[src/rtl/dmem_arbiter_if.sv]
// dmem_arbiter_if: bundles both requester ports and the single dmem port of
// the data-memory arbiter. The arbiter uses the 'slave' view; requesters and
// the memory model use the 'master' view.
interface dmem_arbiter_if;
   logic        m0_req;
   logic [31:0] m0_addr;
   logic [31:0] m0_wdata;
   logic        m0_wb;
   logic        m0_ww;
   logic        m0_rb;
   logic        m0_rw;
   logic        m0_gnt;
   logic        m0_done;
   logic [31:0] m0_rdata;

   logic        m1_req;
   logic [31:0] m1_addr;
   logic [31:0] m1_wdata;
   logic        m1_wb;
   logic        m1_ww;
   logic        m1_rb;
   logic        m1_rw;
   logic        m1_gnt;
   logic        m1_done;
   logic [31:0] m1_rdata;

   logic [31:0] mem_addr;
   logic [31:0] mem_wdata;
   logic        mem_wb;
   logic        mem_ww;
   logic        mem_rb;
   logic        mem_rw;
   logic [31:0] mem_rdata;

   modport slave (
      input  m0_req, m0_addr, m0_wdata, m0_wb, m0_ww, m0_rb, m0_rw,
      input  m1_req, m1_addr, m1_wdata, m1_wb, m1_ww, m1_rb, m1_rw,
      input  mem_rdata,
      output m0_gnt, m0_done, m0_rdata,
      output m1_gnt, m1_done, m1_rdata,
      output mem_addr, mem_wdata, mem_wb, mem_ww, mem_rb, mem_rw
   );

   modport master (
      output m0_req, m0_addr, m0_wdata, m0_wb, m0_ww, m0_rb, m0_rw,
      output m1_req, m1_addr, m1_wdata, m1_wb, m1_ww, m1_rb, m1_rw,
      output mem_rdata,
      input  m0_gnt, m0_done, m0_rdata,
      input  m1_gnt, m1_done, m1_rdata,
      input  mem_addr, mem_wdata, mem_wb, mem_ww, mem_rb, mem_rw
   );
endinterface

[src/rtl/dmem_arbiter.sv]
// dmem_arbiter: two-requester arbiter/sequencer for the single dmem port.
// Requester 0 is the CPU load/store path, requester 1 the DMA/debug port.
// Each access holds the dmem strobes for ACCESS_CYCLES cycles (reads on every
// cycle, writes only on the final one), then a one-cycle RESP pulses done.
// All outputs are registered from next-state decode.
// Optional macro ARB_FIXED_PRIO_EN: requester 0 always wins an IDLE tie
// instead of round-robin.
module dmem_arbiter #(
   parameter int ACCESS_CYCLES = 1
) (
   input  logic           clk,
   input  logic           reset,
   dmem_arbiter_if.slave  bus
);
   localparam logic [3:0] LAST_CNT = 4'(ACCESS_CYCLES - 1);

   typedef enum logic [1:0] {
      IDLE   = 2'd0,
      ACCESS = 2'd1,
      RESP   = 2'd2
   } state_t;

   // Priority command decode ww > wb > rw > rb, one-hot {ww, wb, rw, rb}.
   function automatic logic [3:0] decode_op(input logic ww, input logic wb,
                                            input logic rw, input logic rb);
      logic [3:0] op;
      if (ww)      op = 4'b1000;
      else if (wb) op = 4'b0100;
      else if (rw) op = 4'b0010;
      else if (rb) op = 4'b0001;
      else         op = 4'b0000;
      return op;
   endfunction

   state_t      state_r, state_s;
   logic        owner_r, owner_s;
   logic        last_r, last_s;
   logic [3:0]  cnt_r, cnt_s;
   logic        tie_owner_s;
   logic [1:0]  req_s;
   logic [3:0]  op0_s, op1_s, op_cur_s, op_nxt_s;

   logic [1:0]  gnt_r, gnt_s;
   logic [1:0]  done_r, done_s;
   logic [31:0] mem_addr_r, mem_addr_s;
   logic [31:0] mem_wdata_r, mem_wdata_s;
   logic [3:0]  strb_r, strb_s;      // {ww, wb, rw, rb}
   logic [31:0] rdata0_r, rdata1_r;

   assign req_s    = {bus.m1_req, bus.m0_req};
   assign op0_s    = decode_op(bus.m0_ww, bus.m0_wb, bus.m0_rw, bus.m0_rb);
   assign op1_s    = decode_op(bus.m1_ww, bus.m1_wb, bus.m1_rw, bus.m1_rb);
   assign op_cur_s = owner_r ? op1_s : op0_s;
   assign op_nxt_s = owner_s ? op1_s : op0_s;

`ifdef ARB_FIXED_PRIO_EN
   assign tie_owner_s = 1'b0;
`else
   assign tie_owner_s = ~last_r;
`endif

   // Next-state logic: arbitration in IDLE/RESP, cycle counting in ACCESS.
   always_comb begin
      state_s = state_r;
      owner_s = owner_r;
      cnt_s   = cnt_r;
      last_s  = last_r;
      case (state_r)
         IDLE: begin
            if (req_s == 2'b11) begin
               state_s = ACCESS;
               owner_s = tie_owner_s;
               cnt_s   = 4'd0;
            end else if (req_s[0]) begin
               state_s = ACCESS;
               owner_s = 1'b0;
               cnt_s   = 4'd0;
            end else if (req_s[1]) begin
               state_s = ACCESS;
               owner_s = 1'b1;
               cnt_s   = 4'd0;
            end else begin
               state_s = IDLE;
            end
         end
         ACCESS: begin
            cnt_s = cnt_r + 4'd1;
            if (cnt_r == LAST_CNT) begin
               state_s = RESP;
               last_s  = owner_r;
            end else begin
               state_s = ACCESS;
            end
         end
         RESP: begin
            // The owner's req is still high here, so only the other side counts.
            if (req_s[~owner_r]) begin
               state_s = ACCESS;
               owner_s = ~owner_r;
               cnt_s   = 4'd0;
            end else begin
               state_s = IDLE;
            end
         end
         default: begin
            state_s = IDLE;
         end
      endcase
   end

   // Output decode for the coming cycle, registered below.
   always_comb begin
      gnt_s       = 2'b00;
      done_s      = 2'b00;
      mem_addr_s  = 32'd0;
      mem_wdata_s = 32'd0;
      strb_s      = 4'b0000;
      if (state_s == ACCESS) begin
         gnt_s[owner_s] = 1'b1;
         mem_addr_s     = owner_s ? bus.m1_addr  : bus.m0_addr;
         mem_wdata_s    = owner_s ? bus.m1_wdata : bus.m0_wdata;
         strb_s[1:0]    = op_nxt_s[1:0];
         if (cnt_s == LAST_CNT) begin
            strb_s[3:2] = op_nxt_s[3:2];
         end else begin
            strb_s[3:2] = 2'b00;
         end
      end else if (state_s == RESP) begin
         gnt_s[owner_s]  = 1'b1;
         done_s[owner_s] = 1'b1;
      end else begin
         gnt_s  = 2'b00;
         done_s = 2'b00;
      end
   end

   // FSM state, owner, cycle counter and round-robin history.
   always_ff @(posedge clk) begin
      if (reset) begin
         state_r <= IDLE;
         owner_r <= 1'b0;
         cnt_r   <= 4'd0;
         last_r  <= 1'b1;
      end else begin
         state_r <= state_s;
         owner_r <= owner_s;
         cnt_r   <= cnt_s;
         last_r  <= last_s;
      end
   end

   // Registered grant/done/dmem outputs.
   always_ff @(posedge clk) begin
      if (reset) begin
         gnt_r       <= 2'b00;
         done_r      <= 2'b00;
         mem_addr_r  <= 32'd0;
         mem_wdata_r <= 32'd0;
         strb_r      <= 4'b0000;
      end else begin
         gnt_r       <= gnt_s;
         done_r      <= done_s;
         mem_addr_r  <= mem_addr_s;
         mem_wdata_r <= mem_wdata_s;
         strb_r      <= strb_s;
      end
   end

   // Capture read data on the final ACCESS cycle of a read.
   always_ff @(posedge clk) begin
      if (reset) begin
         rdata0_r <= 32'd0;
         rdata1_r <= 32'd0;
      end else if ((state_r == ACCESS) && (cnt_r == LAST_CNT) &&
                   (op_cur_s[1] || op_cur_s[0])) begin
         if (owner_r) begin
            rdata1_r <= bus.mem_rdata;
         end else begin
            rdata0_r <= bus.mem_rdata;
         end
      end
   end

   assign bus.m0_gnt    = gnt_r[0];
   assign bus.m1_gnt    = gnt_r[1];
   assign bus.m0_done   = done_r[0];
   assign bus.m1_done   = done_r[1];
   assign bus.m0_rdata  = rdata0_r;
   assign bus.m1_rdata  = rdata1_r;
   assign bus.mem_addr  = mem_addr_r;
   assign bus.mem_wdata = mem_wdata_r;
   assign bus.mem_ww    = strb_r[3];
   assign bus.mem_wb    = strb_r[2];
   assign bus.mem_rw    = strb_r[1];
   assign bus.mem_rb    = strb_r[0];
endmodule
[src/flat_wrapper.sv]
// flat-port wrapper written by rule: the top's interface ports become plain ports
module dmem_arbiter_flat 
#(
   parameter int ACCESS_CYCLES = 1
)
  (clk, reset, bus_m0_req, bus_m0_addr, bus_m0_wdata, bus_m0_wb, bus_m0_ww, bus_m0_rb, bus_m0_rw, bus_m1_req, bus_m1_addr, bus_m1_wdata, bus_m1_wb, bus_m1_ww, bus_m1_rb, bus_m1_rw, bus_mem_rdata, bus_m0_gnt, bus_m0_done, bus_m0_rdata, bus_m1_gnt, bus_m1_done, bus_m1_rdata, bus_mem_addr, bus_mem_wdata, bus_mem_wb, bus_mem_ww, bus_mem_rb, bus_mem_rw);
  dmem_arbiter_if bus_i ();
  input  logic clk;
  input  logic reset;
  input wire logic [$bits(bus_i.m0_req)-1:0] bus_m0_req;
  input wire logic [$bits(bus_i.m0_addr)-1:0] bus_m0_addr;
  input wire logic [$bits(bus_i.m0_wdata)-1:0] bus_m0_wdata;
  input wire logic [$bits(bus_i.m0_wb)-1:0] bus_m0_wb;
  input wire logic [$bits(bus_i.m0_ww)-1:0] bus_m0_ww;
  input wire logic [$bits(bus_i.m0_rb)-1:0] bus_m0_rb;
  input wire logic [$bits(bus_i.m0_rw)-1:0] bus_m0_rw;
  input wire logic [$bits(bus_i.m1_req)-1:0] bus_m1_req;
  input wire logic [$bits(bus_i.m1_addr)-1:0] bus_m1_addr;
  input wire logic [$bits(bus_i.m1_wdata)-1:0] bus_m1_wdata;
  input wire logic [$bits(bus_i.m1_wb)-1:0] bus_m1_wb;
  input wire logic [$bits(bus_i.m1_ww)-1:0] bus_m1_ww;
  input wire logic [$bits(bus_i.m1_rb)-1:0] bus_m1_rb;
  input wire logic [$bits(bus_i.m1_rw)-1:0] bus_m1_rw;
  input wire logic [$bits(bus_i.mem_rdata)-1:0] bus_mem_rdata;
  output wire logic [$bits(bus_i.m0_gnt)-1:0] bus_m0_gnt;
  output wire logic [$bits(bus_i.m0_done)-1:0] bus_m0_done;
  output wire logic [$bits(bus_i.m0_rdata)-1:0] bus_m0_rdata;
  output wire logic [$bits(bus_i.m1_gnt)-1:0] bus_m1_gnt;
  output wire logic [$bits(bus_i.m1_done)-1:0] bus_m1_done;
  output wire logic [$bits(bus_i.m1_rdata)-1:0] bus_m1_rdata;
  output wire logic [$bits(bus_i.mem_addr)-1:0] bus_mem_addr;
  output wire logic [$bits(bus_i.mem_wdata)-1:0] bus_mem_wdata;
  output wire logic [$bits(bus_i.mem_wb)-1:0] bus_mem_wb;
  output wire logic [$bits(bus_i.mem_ww)-1:0] bus_mem_ww;
  output wire logic [$bits(bus_i.mem_rb)-1:0] bus_mem_rb;
  output wire logic [$bits(bus_i.mem_rw)-1:0] bus_mem_rw;
  assign bus_i.m0_req = bus_m0_req;
  assign bus_i.m0_addr = bus_m0_addr;
  assign bus_i.m0_wdata = bus_m0_wdata;
  assign bus_i.m0_wb = bus_m0_wb;
  assign bus_i.m0_ww = bus_m0_ww;
  assign bus_i.m0_rb = bus_m0_rb;
  assign bus_i.m0_rw = bus_m0_rw;
  assign bus_i.m1_req = bus_m1_req;
  assign bus_i.m1_addr = bus_m1_addr;
  assign bus_i.m1_wdata = bus_m1_wdata;
  assign bus_i.m1_wb = bus_m1_wb;
  assign bus_i.m1_ww = bus_m1_ww;
  assign bus_i.m1_rb = bus_m1_rb;
  assign bus_i.m1_rw = bus_m1_rw;
  assign bus_i.mem_rdata = bus_mem_rdata;
  assign bus_m0_gnt = bus_i.m0_gnt;
  assign bus_m0_done = bus_i.m0_done;
  assign bus_m0_rdata = bus_i.m0_rdata;
  assign bus_m1_gnt = bus_i.m1_gnt;
  assign bus_m1_done = bus_i.m1_done;
  assign bus_m1_rdata = bus_i.m1_rdata;
  assign bus_mem_addr = bus_i.mem_addr;
  assign bus_mem_wdata = bus_i.mem_wdata;
  assign bus_mem_wb = bus_i.mem_wb;
  assign bus_mem_ww = bus_i.mem_ww;
  assign bus_mem_rb = bus_i.mem_rb;
  assign bus_mem_rw = bus_i.mem_rw;
  dmem_arbiter #(.ACCESS_CYCLES(ACCESS_CYCLES)) u_core (.clk(clk), .reset(reset), .bus(bus_i));
endmodule
[config.mk]
export PLATFORM = sky130hd
export DESIGN_NAME = dmem_arbiter_flat
export DESIGN_NICKNAME = d
export VERILOG_FILES = /design/src/rtl/dmem_arbiter_if.sv /design/src/rtl/dmem_arbiter.sv /design/src/flat_wrapper.sv
export SDC_FILE = /design/constraint.sdc
export NUM_CORES = 1
export LEC_CHECK = 0
export ABC_AREA = 1
export BUFFER_PORTS_ARGS = -buffer_cell sky130_fd_sc_hd__buf_2
export CAP_MARGIN = 40
export CORE_AREA = 2 2 118 120
export CTS_CLUSTER_DIAMETER = 150
export DETAILED_ROUTE_END_ITERATION = 7
export DIE_AREA = 0 0 120 122
export PLACE_DENSITY = 0.75
export REMOVE_ABC_BUFFERS = 1
export SLEW_MARGIN = 30
export SYNTH_ARGS = -nofsm -noshare
export SYNTH_HDL_FRONTEND = slang
export SYNTH_SLANG_ARGS = --single-unit
[constraint.sdc]
create_clock -name clk -period 1.9 [get_ports clk]
set_clock_uncertainty 0.15 [all_clocks]
set_input_delay 0.095 -clock clk [delete_from_list [all_inputs] [get_ports clk]]
set_output_delay 0.095 -clock clk [all_outputs]
set_load 0.005 [all_outputs]
* Word-level counts from Yosys, hierarchy flattened
Cells that the tools add are included.
** Cells by class
- $add $sub $neg :: 1
- $lt $le $gt $ge :: 3
- Equal/unequal tests :: 5
- Mux-type cells :: 34
- Bitwise operators :: 4
- Reduce and logical (&&, ||, !) cells :: 13
** Operators by type and width (number)
- two-way mux 32 bit :: 2
- two-way mux 4 bit :: 11
- two-way mux 2 bit :: 6
- case mux 4 bit (3 select lines) :: 1
- two-way mux 1 bit :: 11
- zero test 4 bit :: 2
- equality test 2 bit (second input constant) :: 3
- case mux 2 bit (3 select lines) :: 1
- AND reduction 2 bit :: 3
- adder 4 x 1 -> 4 bit (second input constant) :: 1
- equality test 2 x 1 -> 1 bit (second input constant) :: 2
- less-than comparator 1 x 2 -> 1 bit (second input constant) :: 2
- inverter 1 bit :: 4
- OR reduction 2 bit :: 2
- logical AND 1 bit :: 3
- OR reduction 3 bit :: 1
- zero test 2 bit :: 1
- case mux 1 bit (2 select lines) :: 1
- demux 1 bit (select 1 bit) :: 1
- greater-or-equal comparator 1 bit (second input constant) :: 1
- logical OR 1 bit :: 1
** Storage, ports and cells
- Register bits :: 144
- Input port bits :: 172
- Output and inout bits :: 136
- Logic and storage cells :: 72

* Longest topological paths before layout
Gate-level depths: netlist of the first run.
- Word-level depth :: 11
- Gate-level depth with buffers :: 11
- Depth with buffers taken out :: 10

* Worst setup path before layout of the first run
OpenSTA, ideal clock, no wires.
- Kind :: register to register
- Start :: reg u_core.cnt_r[0]
- End :: reg u_core.rdata1_r[10] (netlist: u_core.bus.m1_rdata[10])
- Setup time :: 132 ps
- Arrival :: 1342 ps
- Data required time :: 1618 ps
- Slack :: 275 ps
- Cell stages (with the launch flop) :: 9
- Buffers on the path :: 1
- Clock period less this slack :: 1625 ps
- Path through :: dfxtp_1 > inv_1 > ha_1 > nand3_1 > nor3_2 > nand3_1 > clkbuf_1 > nand2_1 > a21oi_1
** On the way
- Word-level cells in the longest chain between the ends :: 4
** Ends and longest elaborated chain
- from (decl) :: line dmem_arbiter.sv:38 : logic [3:0] cnt_r, cnt_s;
- from (signal assigned) :: line dmem_arbiter.sv:147 : cnt_r <= cnt_s;
- zero test 4 bit :: line dmem_arbiter.sv:174 : end else if ((state_r == ACCESS) && (cnt_r == LAST_CNT) &&
- logical AND 1 bit (2 in a row) :: line dmem_arbiter.sv:174
- AND reduction 2 bit (no line)
- to (signal assigned) :: line dmem_arbiter.sv:177 : rdata1_r <= bus.mem_rdata;
- to (decl) :: line dmem_arbiter.sv:48 : logic [31:0] rdata0_r, rdata1_r;
No other way between the ends.
A chain may end at the register's enable or synchronous reset.

* Worst setup path after layout of the first run
- Start :: reg u_core.cnt_r[0]
- End :: reg u_core.rdata1_r[17] (netlist: u_core.bus.m1_rdata[17])
Same word-level chain as after synthesis.

==> summary.txt, run 1 <==
Place
  • Dpl cell area: 0.00712 mm^2
  • Port bufs: around 310
  • Final GP Congestion: 0.861
  • HPWL after DPL: 12400 um
  • Post-Place Cells: 1133

Critical path
  • Critical path launch point type: flop
  • Critical-path cell list: inv_1 > ha_1 > nand3_1 > nor3_4 > buf_12 > nand3_1 > buf_12 > nand2_1 > a21oi_1
  • Setup CP Type: flop to flop
  • CP arrival: about 2.0 ns
  • Worst path required time: 2.03 ns
  • Crit Path Max Fanout: 32
  • Slowest-stage cell, CP: dfxtp_1
  • Worst setup EP type: flop
  • Worst path max stage delay: 0.30 ns
  • CP bufs+invs: 3
  • CP top delay family: simple AND/OR/NAND/NOR gates

Routing
  • DRT iter0 DRCs: 669
  • Drt pass-1 iters: 5
  • Antenna Nets Post-Route: 0
  • Via/cell ratio: 5.33
  • Routed vias: 7160
  • WL final: 24100 um
  • DR WL/cell: between 15 and 20 um
  • Drt drc: 0

Synth
  • Post-Syn Instances: approximately 690
  • Yosys reg bits: 144
  • Post-Syn Area per Cell: about 7.9 um^2
  • Mapped Area: between 0.005 and 0.006 mm^2
  • Seq/Total Area, Yosys: 0.530
  • Netlist cell types: 24
  • Top cell type's share of synthesized area: 0.530
  • Area contributors post-synth: dfxtp_1, nand2_1, a21oi_1
  • Synth Warn #: 0
  • Area leader, netlist: dfxtp_1

Floorplan
  • Area of the core: about 0.014 mm^2
  • Die area: 0.0146 mm^2
  • IO Pins: 308
  • Row cnt: 43
  • DIE WIDTH: 120 um
  • Die Ht: 122 um
  • Initial core utilization: 0.403

Global route
  • Antenna violations before repair: 0
  • GRT Util Overall: 0.310
  • Vias in the first global route: 6841
  • Total grt overflow: 0
  • First-pass GRT wire length: approximately 35000 um
  • Pin count of the biggest net entering global routing: 73

Timing
  • Tcrit/Tclk final: 0.963
  • Final Critical Period: 1.83 ns
  • Relative slew slack: 0.757
  • Max Clk Rate: ~550 MHz
  • Fin. Hold Viols: 0
  • Fin. max-slew vios: 0
  • Final setup fails: 0
  • Worst-Margin Slew: about 0.36 ns

Final layout
  • Final Instance Area: 0.00957 mm^2
  • # diodes: 0
  • Fin cells: 1343
  • P&R area growth vs syn: 76.0%
  • Share of cells above drive strength 1: 0.319
  • Nets: around 1300
  • Final core occ: 0.709

CTS
  • Worst-Skew Late Latency: roughly 0.4 ns
  • Clock transition at path regs: 0.06 ns
  • CTS tree: built
  • Clock Path Buffers: 2
  • H-Tree Depth: 4
  • Clk sinks: 144
  • Root buffer cell: clkbuf_16
  • CTS Buf Count: 17

Hold path
  • HP Class: flop to flop

Flow run
  • Max cap viols: 0

Pwr
  • Power per cell area: approximately 920 mW/mm^2
  • Leakage: 0.00452 uW
  • VDD IR max: 537 uV

Status
  • Status: complete, no violations
-- registers in the layout (all words and copies together) (netlist names) --
register / cells
u_core.bus.m1_rdata: 32
u_core.gnt_r: 2
u_core.cnt_r: 4
u_core.state_r: 2
u_core.bus.m0_rdata: 32
u_core.bus.mem_wdata: 32
u_core.strb_r: 4
u_core.done_r: 2
u_core.last_r: 1
u_core.bus.mem_addr: 32
u_core.owner_r: 1
-- stage by stage --
step	power [uW]	setup TNS, ns	setup slack [ns]	hold WS (ns)
after floorplan	4090	-233.89	-2.33	0.0141
after global placement	4880	0	0.128	0.196
after detailed placement	4890	0	0.125	0.197
after CTS	8660	0	0.0967	0.308
after global routing	9140	-0.00816	-0.00752	0.327
final	8850	0	0.0712	0.308
-- path summary, 6_finish.rpt --
path,from,endpoint,depth (start not counted),slack [ns]
setup / recovery,u_core.cnt_r[0],u_core.bus.m1_rdata[17],9,0.07
hold / removal,u_core.bus.m0_rdata[3],u_core.bus.m0_rdata[3],2,0.31
setup reg to reg,u_core.cnt_r[0],u_core.bus.m1_rdata[17],9,0.07
hold reg to reg,u_core.bus.m0_rdata[3],u_core.bus.m0_rdata[3],2,0.31
-- layer usage --
| layer | up-vias | wire, um | GRT usage |
|---|---|---|---|
| li1 | 3247 | - | - |
| met4 | 0 | 1400 | 0.203 |
| met1 | 3254 | 8830 | 0.351 |
| met3 | 114 | 2310 | 0.0791 |
| met2 | 545 | 11600 | 0.518 |
| met5 | - | 0 | 0 |
-- cell families (layout without fill, tap and decap cells) --
logic type               after synthesis  in the layout  synth area share
AO/OA/AOI/OAI                        138            138             0.130
adder cells (fa/ha/maj)                2              2           0.00460
buffers and inverters                 75            552            0.0702
flip-flops                           144            144             0.530
AND/OR/NAND/NOR                      327            327             0.266
-- what timing repair did --
item,CTS,global route
hold buffers,175,0
gates resized for setup,0,1
setup endpoints to repair,0,5
setup buffers,0,1
endpoints found under the hold margin,137,0
-- worst reg2reg max path: stages, from the launching register on --
cell and delay [ns]:
dfxtp_1 0.30, inv_1 0.07, ha_1 0.15, nand3_1 0.16, nor3_4 0.25, buf_12 0.15, nand3_1 0.12, buf_12 0.19
nand2_1 0.11, a21oi_1 0.06
-- power by group --
part	total (uW)	internal [uW]	switching, uW
clock network	3510	2200	1310
registers	3340	3250	92.8
logic	2000	858	1140
-- cell usage after synthesis, drive strengths merged --
cell type	number
a21oi	135
buf	32
clkbuf	24
dfxtp	144
ha	2
inv	19
nand2	222
nand3	21
nand3b	1
nand4	66
nor2	13
nor3	3
o211ai	1
o21ai	2
or2	1
-- layout make-up --
type,instances,area [um^2]
Clock buffer,18,429
Sequential cell,144,2880
Timing Repair Buffer,501,3580
Clock inverter,14,191
Multi-Input combinational cell,467,2190
Tap cell,180,225
Inverter,19,71.3
Fill cell,915,3930
-- layout by cell type, fill, tap and decap left out, drive strengths merged, types with 3 or more instances in the layout --
cell type / n
buf: 324
nand2: 222
dlygate4sd3: 175
dfxtp: 144
a21oi: 135
nand4: 66
nand3: 21
clkbuf: 20
inv: 19
nor2: 13
clkinv: 9
bufinv: 4
nor3: 3
Note: power is estimated with default switching activity, not from simulation.
==> run 2: changes to the inputs <==
--- a/config.mk
+++ b/config.mk
@@ -12,7 +12,7 @@
 export CTS_CLUSTER_DIAMETER = 150
 export DETAILED_ROUTE_END_ITERATION = 7
 export DIE_AREA = 0 0 120 122
-export PLACE_DENSITY = 0.75
+export PLACE_DENSITY = 0.73
 export REMOVE_ABC_BUFFERS = 1
 export SLEW_MARGIN = 30
 export SYNTH_ARGS = -nofsm -noshare
==> summary.txt, run 2 (synthesized netlist as in run 1, its figures left out) <==
Global route
  • Vias in the first global route: 6829 (-0.18%)
  • Pin count of the biggest net entering global routing: 73 (unchanged)
  • Total grt overflow: 0 (unchanged)
  • Antenna violations before repair: 0 (unchanged)
  • GRT Util Overall: 0.307 (-0.00271)
  • First-pass GRT wire length: 35200 um (-0.64%)

Timing
  • RSZ-0062 raised after global routing: false
  • Worst-Margin Slew: 0.462 ns (+0.0975 ns)
  • Fin. max-slew vios: 0 (unchanged)
  • Tcrit/Tclk final: 0.966 (+0.00318)
  • Max Clk Rate: 545 MHz (-0.33%)
  • Fin. Hold Viols: 0 (unchanged)
  • Relative slew slack: 0.692 (-0.0650)
  • Final hold slack: 0.130 ns (-0.178 ns)
  • Final Critical Period: 1.83 ns (+0.00605 ns)
  • Final setup fails: 0 (unchanged)
  • Final setup margin: 0.0651 ns (-0.00605 ns)

Status
  • Status: complete, no violations

Routing
  • Via/cell ratio: 5.24 (-1.6%)
  • Top Layer Used: met4
  • Drt drc: 0 (unchanged)
  • Met2 wire length: 11200 um (-3.6%)
  • DR WL/cell: 17.4 um (-2.9%)
  • Drt pass-1 iters: 5 (unchanged)
  • M1 WL: 8950 um (+1.4%)
  • DRT iter0 DRCs: 823 (+23%)
  • Antenna Nets Post-Route: 0 (unchanged)
  • DR WL met3: 2200 um (-4.6%)
  • Routed vias: 7058 (-1.4%)
  • WL final: 23500 um (-2.7%)

Floorplan
  • Area of the core: 0.0135 mm^2 (unchanged)
  • IO Pins: 308 (unchanged)
  • Row cnt: 43 (unchanged)
  • Die Ht: 122 um (unchanged)
  • DIE WIDTH: 120 um (unchanged)
  • Initial core utilization: 0.403 (unchanged)
  • Die area: 0.0146 mm^2 (unchanged)

Final layout
  • P&R area growth vs syn: 75.7%
  • Final Instance Area: 0.00956 mm^2 (-0.16%)
  • Share of cells above drive strength 1: 0.321 (+0.00175)
  • Most frequent cells in the layout: buf_2, nand2_1, dlygate4sd3_1
  • Most common cell after layout, fill and taps aside: buf_2
  • Nets: 1327 (+0.23%)
  • # diodes: 0 (unchanged)

Place
  • HPWL after DPL: 12400 um (+0.26%)
  • Dpl cell area: 0.00718 mm^2 (+0.81%)
  • Final GP Congestion: 0.806 (-6.4%)
  • Pre-CTS WS: 0.168 ns (+0.0438 ns)
  • Port bufs: 307 (unchanged)

Hold path
  • Hold Path End: u_core.cnt_r[2]
  • Min-delay src: bus_m0_req
  • Worst hold path depth: 6 (+4)
  • HP Class: input port to flop

Critical path
  • R2R Path Start: u_core.owner_r
  • Worst setup EP type: flop
  • Setup CP Type: flop to flop
  • Worst path required time: 2.06 ns (+0.03 ns)
  • Reg2reg end: u_core.bus.mem_addr[27]
  • Crit Path Max Fanout: 32 (unchanged)
  • CP arrival: 1.99 ns (+0.03 ns)
  • Critical path launch point type: flop
  • R2R Setup Slk: 0.07 ns (about the same)
  • R2R cell count: 9 (unchanged)

Pwr
  • Net Switching: 2540 uW (-0.34%)
  • P_int: 6250 uW (-0.89%)
  • Total power draw: 8780 uW (-0.73%)
  • Part of the power in combinational logic: 0.225 (about the same)
  • Net Sw Frac: 0.289 (+0.00113)
  • Sequential power share: 0.380 (+0.002)
  • VDD IR max: 561 uV (+4.4%)
  • Power per cell area: 919 mW/mm^2 (-0.58%)
  • Leakage: 0.00451 uW (-0.23%)
  • Clock power frac: 0.395 (-0.002)

CTS
  • Clk sinks: 144 (unchanged)
  • CTS Buf Count: 17 (unchanged)
  • Worst-Skew Late Latency: 0.41 ns (about the same)
  • Clock Path Buffers: 2 (unchanged)
  • Root buffer cell: clkbuf_16
  • Clock transition at path regs: 0.06 ns (about the same)
  • CTS tree: built
  • Setup bufs post-CTS: 0 (unchanged)
  • H-Tree Depth: 4 (unchanged)

Flow run
  • Max cap viols: 0 (unchanged)
[run 2: cell types whose count changed in the layout (fill, tap and decap cells not counted), sizes merged]
cell      delta
inv          +2
clkinvlp     +2
clkinv       -5
buf          +5
bufinv       -1
[run 2: timing repair]
item                                    CTS  global route
resized for setup                         0             3
endpoints found under the setup margin    0             5
hold buffers                            175             0
hold endpoints to repair                136             0
[run 2: worst max path at each step]
stage	depth (start not counted)	slack, ns	to	startpoint
final	9	0.07	u_core.bus.mem_addr[27]	u_core.owner_r
after CTS	7	0.09	u_core.done_r[1]	u_core.cnt_r[0]
after detailed placement	7	0.17	u_core.bus.m1_rdata[17]	u_core.cnt_r[0]
after global placement	7	0.19	u_core.bus.m1_rdata[24]	u_core.cnt_r[0]
after global routing	7	0.009	u_core.done_r[1]	u_core.cnt_r[0]
after floorplan	7	-2.33	u_core.bus.m0_rdata[0]	u_core.cnt_r[0]
[run 2: layout make-up]
cell class / count / area [um^2]
clock buffer: 20 / 457
clock inverter: 12 / 158
tap: 180 / 225
sequential: 144 / 2880
inverter: 19 / 71.3
timing repair buffer: 504 / 3570
multi-input combinational: 467 / 2190
fill: 957 / 3950
[run 2: metrics by stage]
| step | std cells | util | setup TNS (ns) |
|---|---|---|---|
| 5_1_grt | 1346 | 0.708 | 0 |
| 4_1_cts | 1346 | 0.707 | 0 |
| 6_report | 1346 | 0.708 | 0 |
| 2_1_floorplan | 630 | - | -233.89 |
| 3_3_place_gp | 1139 | 0.532 | 0 |
| 3_5_place_dp | 1139 | 0.532 | 0 |
[run 2: per-layer routing]
layer,track usage,up-vias
li1,-,3243
met1,0.358,3240
met2,0.509,478
met3,0.0866,97
met4,0.171,0
met5,0,-
[run 2: power by group through the flow]
| stage | sequential [uW] | clock [uW] | combinational, uW |
|---|---|---|---|
| after floorplan | 3430 | 0 | 658 |
| after global placement | 3380 | 0 | 1530 |
| after detailed placement | 3380 | 0 | 1550 |
| after CTS | 3320 | 3480 | 1840 |
| after global routing | 3350 | 3660 | 2100 |
| final | 3340 | 3470 | 1980 |
[run 2: worst max-delay path, cell delays in order, from the launching register on]
cell	delay (ns)
dfxtp_1	0.39
inv_1	0.08
nand2_1	0.09
nand3_1	0.10
nand3_2	0.11
nand2_2	0.11
inv_2	0.13
buf_12	0.19
nand2_1	0.09
a21oi_1	0.26
==> run 3: changes to the inputs <==
--- a/config.mk
+++ b/config.mk
@@ -7,11 +7,12 @@
 export LEC_CHECK = 0
 export ABC_AREA = 1
 export BUFFER_PORTS_ARGS = -buffer_cell sky130_fd_sc_hd__buf_2
-export CAP_MARGIN = 40
+export CAP_MARGIN = 25
 export CORE_AREA = 2 2 118 120
 export CTS_CLUSTER_DIAMETER = 150
 export DETAILED_ROUTE_END_ITERATION = 7
 export DIE_AREA = 0 0 120 122
+export MAX_ROUTING_LAYER = met4
 export PLACE_DENSITY = 0.73
 export REMOVE_ABC_BUFFERS = 1
 export SLEW_MARGIN = 30
==> summary.txt, run 3 (synthesized netlist as in run 1, its figures left out) <==
Status
  • Status: complete, no violations

Routing
  • Top Layer Used: met4
  • Routed vias: 7102 (+0.62%)
  • DRT iter0 DRCs: 785 (-4.6%)
  • Drt pass-1 iters: 4 (-1)
  • Via/cell ratio: 5.28 (+0.62%)
  • WL final: 23400 um (-0.38%)
  • DR WL met3: 2260 um (+2.7%)
  • Drt drc: 0 (unchanged)
  • DR WL/cell: 17.4 um (-0.38%)
  • Met2 wire length: 11100 um (-0.74%)
  • Antenna Nets Post-Route: 0 (unchanged)
  • M1 WL: 8770 um (-2.0%)

CTS
  • Clock transition at path regs: 0.06 ns (about the same)
  • H-Tree Depth: 4 (unchanged)
  • Clock Path Buffers: 2 (unchanged)
  • Worst-Skew Late Latency: 0.41 ns (about the same)
  • CTS Buf Count: 17 (unchanged)
  • Root buffer cell: clkbuf_16
  • Clk sinks: 144 (unchanged)
  • CTS tree: built
  • Setup bufs post-CTS: 0 (unchanged)

Global route
  • Vias in the first global route: 6857 (+0.41%)
  • GRT Util Overall: 0.315 (+0.00825)
  • First-pass GRT wire length: 35100 um (-0.43%)
  • Pin count of the biggest net entering global routing: 73 (unchanged)
  • Total grt overflow: 0 (unchanged)
  • Antenna violations before repair: 0 (unchanged)

Critical path
  • Crit Path Max Fanout: 2 (-94%)
  • Critical path launch point type: flop
  • Reg2reg end: u_core.done_r[1]
  • Worst path required time: 2.08 ns (+0.02 ns)
  • R2R cell count: 7 (-2)
  • CP arrival: 1.98 ns (about the same)
  • Worst setup EP type: flop
  • R2R Path Start: u_core.cnt_r[0]
  • R2R Setup Slk: 0.09 ns (+0.03 ns)
  • Setup CP Type: flop to flop

Floorplan
  • Die Ht: 122 um (unchanged)
  • DIE WIDTH: 120 um (unchanged)
  • Row cnt: 43 (unchanged)
  • Initial core utilization: 0.403 (unchanged)
  • IO Pins: 308 (unchanged)
  • Die area: 0.0146 mm^2 (unchanged)
  • Area of the core: 0.0135 mm^2 (unchanged)

Final layout
  • Most frequent cells in the layout: buf_2, nand2_1, dlygate4sd3_1
  • Final Instance Area: 0.00956 mm^2 (unchanged)
  • P&R area growth vs syn: 75.7% (unchanged)
  • Nets: 1327 (unchanged)
  • Share of cells above drive strength 1: 0.321 (unchanged)
  • Layout fillers: 957 (unchanged)
  • Most common cell after layout, fill and taps aside: buf_2
  • # diodes: 0 (unchanged)

Hold path
  • Min-delay src: bus_m0_req
  • Hold Path End: u_core.cnt_r[2]
  • Worst hold path depth: 6 (unchanged)
  • HP Class: input port to flop

Place
  • HPWL after DPL: 12400 um (unchanged)
  • Port bufs: 307 (unchanged)
  • Final GP Congestion: 0.818 (+1.5%)
  • Dpl cell area: 0.00718 mm^2 (unchanged)

Pwr
  • Leakage: 0.00451 uW (unchanged)
  • Power per cell area: 919 mW/mm^2 (about the same)
  • Total power draw: 8780 uW (about the same)
  • VDD IR max: 562 uV (+0.24%)

Timing
  • Worst-Margin Slew: 0.459 ns (-0.00233 ns)
  • Fin. max-slew vios: 0 (unchanged)
  • Max Clk Rate: 553 MHz (+1.5%)
  • Relative slew slack: 0.694 (+0.00155)
  • Tcrit/Tclk final: 0.951 (-0.0145)
  • Final setup fails: 0 (unchanged)
  • RSZ-0062 raised after global routing: false
  • Final Critical Period: 1.81 ns (-0.0276 ns)
  • Fin. Hold Viols: 0 (unchanged)

Flow run
  • Max cap viols: 0 (unchanged)
-- run 3: cell counts in the layout (fill, tap and decap cells not counted) --
Identical to the previous run, type by type.
-- run 3: layout make-up --
| class | instances | area, um^2 | area share |
|---|---|---|---|
| clock inverter | 12 | 158 | 0.0165 |
| multi-input combinational | 467 | 2190 | 0.229 |
| timing repair buffer | 504 | 3570 | 0.374 |
| sequential | 144 | 2880 | 0.302 |
| inverter | 19 | 71.3 | 0.00746 |
| tap | 180 | 225 | 0.0236 |
| clock buffer | 20 | 457 | 0.0478 |
-- run 3: how the worst max path moves through the flow --
stage	startpoint	to	slack (ns)	depth (start not counted)
4_1_cts	u_core.cnt_r[0]	u_core.done_r[1]	0.09	7
3_5_place_dp	u_core.cnt_r[0]	u_core.bus.m1_rdata[17]	0.17	7
5_1_grt	u_core.cnt_r[0]	u_core.done_r[1]	0.01	7
6_report	u_core.cnt_r[0]	u_core.done_r[1]	0.09	7
3_3_place_gp	u_core.cnt_r[0]	u_core.bus.m1_rdata[24]	0.19	7
2_1_floorplan	u_core.cnt_r[0]	u_core.bus.m0_rdata[0]	-2.33	7
-- run 3: through the flow --
step	std cells	util	TNS (ns)	setup slack (ns)	hold WS, ns
after CTS	1346	0.707	0	0.0854	0.114
after floorplan	630	-	-233.89	-2.33	0.0141
after detailed placement	1139	0.532	0	0.168	0.199
after global routing	1346	0.708	0	0.0100	0.172
final	1346	0.708	0	0.0927	0.139
after global placement	1139	0.532	0	0.194	0.193
-- run 3: report_power, final --
group	leakage, uW	switching, uW	internal (uW)
clock network	0.000293	1330	2140
registers	0.00117	89.6	3250
logic	0.00305	1120	856
total	0.00451	2530	6250
-- run 3: critical path, stage by stage (launching register included) --
cell	delay, ns
dfxtp_1	0.31
inv_1	0.07
ha_1	0.14
nand3_1	0.13
nand2_1	0.09
nand3_1	0.10
dlygate4sd3_1	0.58
nor3_1	0.17
-- run 3: timing repair --
item / 4_1_cts / 5_1_grt
resized for setup: 0 / 3
hold buffers: 175 / 0
endpoints found under the hold margin: 136 / 0
endpoints found under the setup margin: 0 / 4
-- run 3: per-layer routing --
metal | vias up | track usage
met5 | - | -
met4 | 0 | 0.180
met3 | 107 | 0.0796
met2 | 513 | 0.505
met1 | 3239 | 0.360
li1 | 3243 | -
